==> src/rtl/bitreverser.sv <==
// Combinational bit mirror: o_dat[i] = i_dat[WIDTH-1-i].
module bitreverser #(
    parameter int WIDTH = 8
) (
    input  logic [WIDTH-1:0] i_dat,
    output logic [WIDTH-1:0] o_dat
);

    for (genvar g = 0; g < WIDTH; g++) begin : g_rev
        assign o_dat[g] = i_dat[WIDTH-1-g];
    end

endmodule

==> src/rtl/bit_deserializer.sv <==
// Serial-to-parallel receiver: packs valid/ready single-bit beats into WIDTH-bit
// words with selectable bit order and a one-entry output register.
module bit_deserializer #(
    parameter int WIDTH     = 8,
    parameter bit MSB_FIRST = 1'b1
) (
    input  logic                     reset,
    input  logic                     clk,
    input  logic                     i_dat,
    input  logic                     i_sync,
    input  logic                     i_val,
    output logic                     o_rdy,
    output logic [WIDTH-1:0]         o_dat,
    output logic                     o_val,
    input  logic                     i_rdy,
    output logic [$clog2(WIDTH)-1:0] o_cnt
);

    localparam int CW = (WIDTH > 1) ? $clog2(WIDTH) : 1;
    localparam int SW = WIDTH - 1;
    localparam logic [CW-1:0] LAST = CW'(WIDTH - 1);

    logic [CW-1:0]    r_cnt;
    logic [SW-1:0]    r_sr;
    logic [WIDTH-1:0] r_dat;
    logic             r_val;

    logic             w_at_last;
    logic             w_acc;
    logic             w_done;
    logic [WIDTH-1:0] w_word;
    logic [WIDTH-1:0] w_out;

    assign w_at_last = (r_cnt == LAST);
    // Only the completing beat stalls; earlier bits can fill while a word waits.
    assign o_rdy     = !(w_at_last && r_val && !i_rdy);
    assign w_acc     = i_val && o_rdy;
    assign w_done    = w_acc && w_at_last && !i_sync;
    assign w_word    = {r_sr, i_dat};

    if (MSB_FIRST) begin : g_msb
        assign w_out = w_word;
    end else begin : g_lsb
        bitreverser #(.WIDTH(WIDTH)) u_rev (
            .i_dat (w_word),
            .o_dat (w_out)
        );
    end

    always_ff @(posedge clk or posedge reset) begin
        if (reset) begin
            r_cnt <= '0;
            r_sr  <= '0;
            r_dat <= '0;
            r_val <= 1'b0;
        end else begin
            if (w_acc) begin
                if (i_sync) begin
                    r_sr  <= SW'(i_dat);
                    r_cnt <= CW'(1);
                end else begin
                    r_sr  <= (r_sr << 1) | SW'(i_dat);
                    r_cnt <= w_at_last ? '0 : r_cnt + CW'(1);
                end
            end
            // A completing word overrides the drain so back-to-back words have no bubble.
            if (w_done) begin
                r_dat <= w_out;
                r_val <= 1'b1;
            end else if (i_rdy) begin
                r_val <= 1'b0;
            end
        end
    end

    assign o_dat = r_dat;
    assign o_val = r_val;
    assign o_cnt = r_cnt;

endmodule

==> config.mk <==
export PLATFORM = sky130hd
export DESIGN_NAME = bit_deserializer
export DESIGN_NICKNAME = d
export VERILOG_FILES = /design/src/rtl/bitreverser.sv /design/src/rtl/bit_deserializer.sv
export SDC_FILE = /design/constraint.sdc
export NUM_CORES = 1
export LEC_CHECK = 0
export ABC_AREA = 1
export BUFFER_PORTS_ARGS = -buffer_cell sky130_fd_sc_hd__clkbuf_2
export CORE_ASPECT_RATIO = 0.9
export CORE_UTILIZATION = 35
export DETAILED_ROUTE_END_ITERATION = 8
export PLACE_DENSITY = 0.58
export SLEW_MARGIN = 20
export SYNTH_ARGS = -nofsm -noshare
export SYNTH_HDL_FRONTEND = slang
export SYNTH_SLANG_ARGS = --single-unit
==> constraint.sdc <==
create_clock -name clk -period 3.9 [get_ports clk]
set_input_delay 0.39 -clock clk [delete_from_list [all_inputs] [get_ports clk]]
set_output_delay 0.39 -clock clk [all_outputs]
set_load 0.02 [all_outputs]
==> impl_results.md <==
* Fin cells at ~140
* Chip height at around 48 microns
* H-tree levels at 1
* Count of final setup violators at 0
* IO Pins at 19
* Max IR drop VDD at around 270 uV
* Chip width at 53.4 microns
* Vias at 623
* Hold-fix buffers, CTS at 0
* Max cap viols at 0
* Routed Antenna Nets at 0
* Largest area contributor in the netlist: dfrtp_1
* CTS buffer count at 3
* Final net count at roughly 120
* Top cells by area, synth: dfrtp_1, nand2_1, nand4_1, o21ai_0, ha_1
* Area delta synth->final at 15.5%
* Fin. Hold Viols at 0
* Final Cell Area at a little under 1000 sq um
* CP max FO at 12
* Mean area per synthesized cell at 9.36 sq um
* FILL cells at 231
* Num rows at 16
* Share of cells above drive strength 1 at 0.231
* Tmin final at 1.97 ns
* Grt total ovfl at 0
* CTS tree: yes
* Synthesis-stage register bit count at 19
* Cell count after synthesis at 89
* Largest net degree at the start of global routing at 20
* Worst-Margin Slew at roughly 0.7 ns
* Initial DRC count at 4
* Net Sw Frac at 0.272
* CP arrival at ~1.6 ns
* Status: finished, final reports clean
* Worst Skew at approximately 0.0045 ns
* Antenna cell count at 0
* Vias in the first global route at between 400 and 500
* Int Pwr at 0.266 mW
* Clock Sinks at 19
* Drt total wl at about 1400 microns
* Post-CTS setup buffer count at 0
* Clk root buf: clkbuf_4
* Post-CTS sizing at 0
* Netlist cell types at 15
* Net Switching at between 0.09 and 0.1 mW
* Total power draw at around 0.37 mW
* RSZ-0062 raised after global routing: false
* Worst r2r src: o_cnt[0]
* Startpoint Class: register
* Comb pwr share at 0.141
* Min-Delay Path Class: primary input to asynchronous set/reset pin
* Pins over their slew limit at 0
* Fin crit share at 0.506
* WL per Instance at 10.5 microns
* Cell Area, Synth at approximately 830 sq um
* Cell count after placement at ~130
* PortBufs at 18
* Worst setup path category: register to output pin
* Vias/cell at about 4.6
* Dpl hpwl at around 1100 microns
* Hold slack at approximately 0.17 ns
* Synth Net Count at 97
* CP Capture Type: output pin
* Worst r2r dst: r_sr[1]
* Reg power frac at 0.598
* Initial antenna violation count at 0
* Power density over the cells at approximately 380 nW/um^2
* Initial Util at 0.378
* Clock Power Share at 0.261
* Placed inst area at roughly 940 sq um
* F_max at 507 MHz
* Area of the core at between 2000 and 2500 sq um
* Reg clk slew, reported paths at 0.10 ns
* Gr usage total at 0.129
* TritonRoute pass-1 iters at 4
* Clk_lat worst skew at around 0.29 ns
* Worst EP required at 3.51 ns
* Flop-to-flop setup slack at ~2.4 ns
* DRC at 0
* Share of Yosys cell area claimed by the top area cell type at 0.571
* Synth warn at 0
* TNS Setup at 0 ns
* Die Area at between 2000 and 3000 sq um
* First-pass GRT wire length at 2280 microns
* Sequential area share after synthesis at 0.571
* LEAKAGE at a little over 0.5 nW
* Reg2Reg Depth at 5
* Slew HR at 0.537
* Gpl congestion at approximately 0.73
* CTS Buffer Depth at 2
[kinds of logic after synthesis]
| family | synth area share |
|---|---|
| buf+inv | 0.0435 |
| flops | 0.571 |
| simple gates | 0.302 |
| fa+ha+maj | 0.0300 |
| compound gates | 0.0541 |
[critical path, stage by stage, from the launching register on]
cell and delay, ns:
dfrtp_1 0.42, ha_1 0.21, ha_1 0.21, nand3_2 0.23
clkbuf_2 0.22
[worst max-delay path by stage]
| stage | start | to | slack (ns) | cells after the start |
|---|---|---|---|---|
| 6_report | o_cnt[0] | o_rdy | 1.93 | 4 |
| 5_1_grt | o_cnt[0] | o_rdy | 1.82 | 4 |
| 4_1_cts | o_cnt[0] | o_rdy | 1.90 | 4 |
| 3_5_place_dp | o_cnt[0] | o_rdy | 2.24 | 4 |
| 3_3_place_gp | o_cnt[0] | o_rdy | 2.26 | 4 |
| 2_1_floorplan | o_cnt[0] | o_rdy | 2.24 | 4 |
[placed cells by master (no fill, tap or decap)]
master / n
nand2_1: 37
dfrtp_1: 19
clkbuf_2: 18
nand4_1: 8
o21ai_0: 7
inv_1: 4
clkbuf_4: 3
o21ai_1: 2
nor2_1: 2
ha_1: 2
nand3_2: 1
nand2_4: 1
nor2_4: 1
nand3_4: 1
nand3_1: 1
clkbuf_1: 1
[cell type report]
cell class | count | area (sq um) | share of cell area
repair buffers | 18 | 90.1 | 0.0936
well taps | 27 | 33.8 | 0.0351
flip-flops and latches | 19 | 475 | 0.494
clock buffers | 4 | 26.3 | 0.0273
multi-input cells | 63 | 322 | 0.334
inverters | 4 | 15.0 | 0.0156
[stage by stage]
stage | worst slack [ns] | util
final | 1.93 | 0.437
after global routing | 1.82 | 0.437
after CTS | 1.90 | 0.437
after detailed placement | 2.24 | 0.425
after global placement | 2.26 | 0.425
after floorplan | 2.24 | -
[cell usage after synthesis]
cell / count
nand4_1: 8
nor2_4: 1
buf_2: 2
nand3_2: 1
buf_6: 1
nand3_4: 1
o21ai_1: 2
o21ai_0: 7
ha_1: 2
dfrtp_1: 19
nand2_1: 37
nand3_1: 1
nor2_1: 2
nand2_4: 1
inv_1: 4
[registers in the layout (all words and copies together), names as in the netlist]
name and count:
o_cnt 3, o_dat 8, o_val 1, r_sr 7
[routing by layer]
layer	track usage	wire length [microns]
met4	0.0158	0
met1	0.168	691
met5	0	0
met3	0.0654	84
met2	0.200	636
[power by group through the flow]
stage / clock network (mW) / registers, mW / logic [mW]
floorplan: 0 / 0.233 / 0.0247
global placement: 0 / 0.222 / 0.0529
detailed placement: 0 / 0.223 / 0.0527
CTS: 0.100 / 0.219 / 0.0530
global route: 0.110 / 0.221 / 0.0598
finish: 0.0954 / 0.219 / 0.0515
Power figures use the tool's default switching activity.
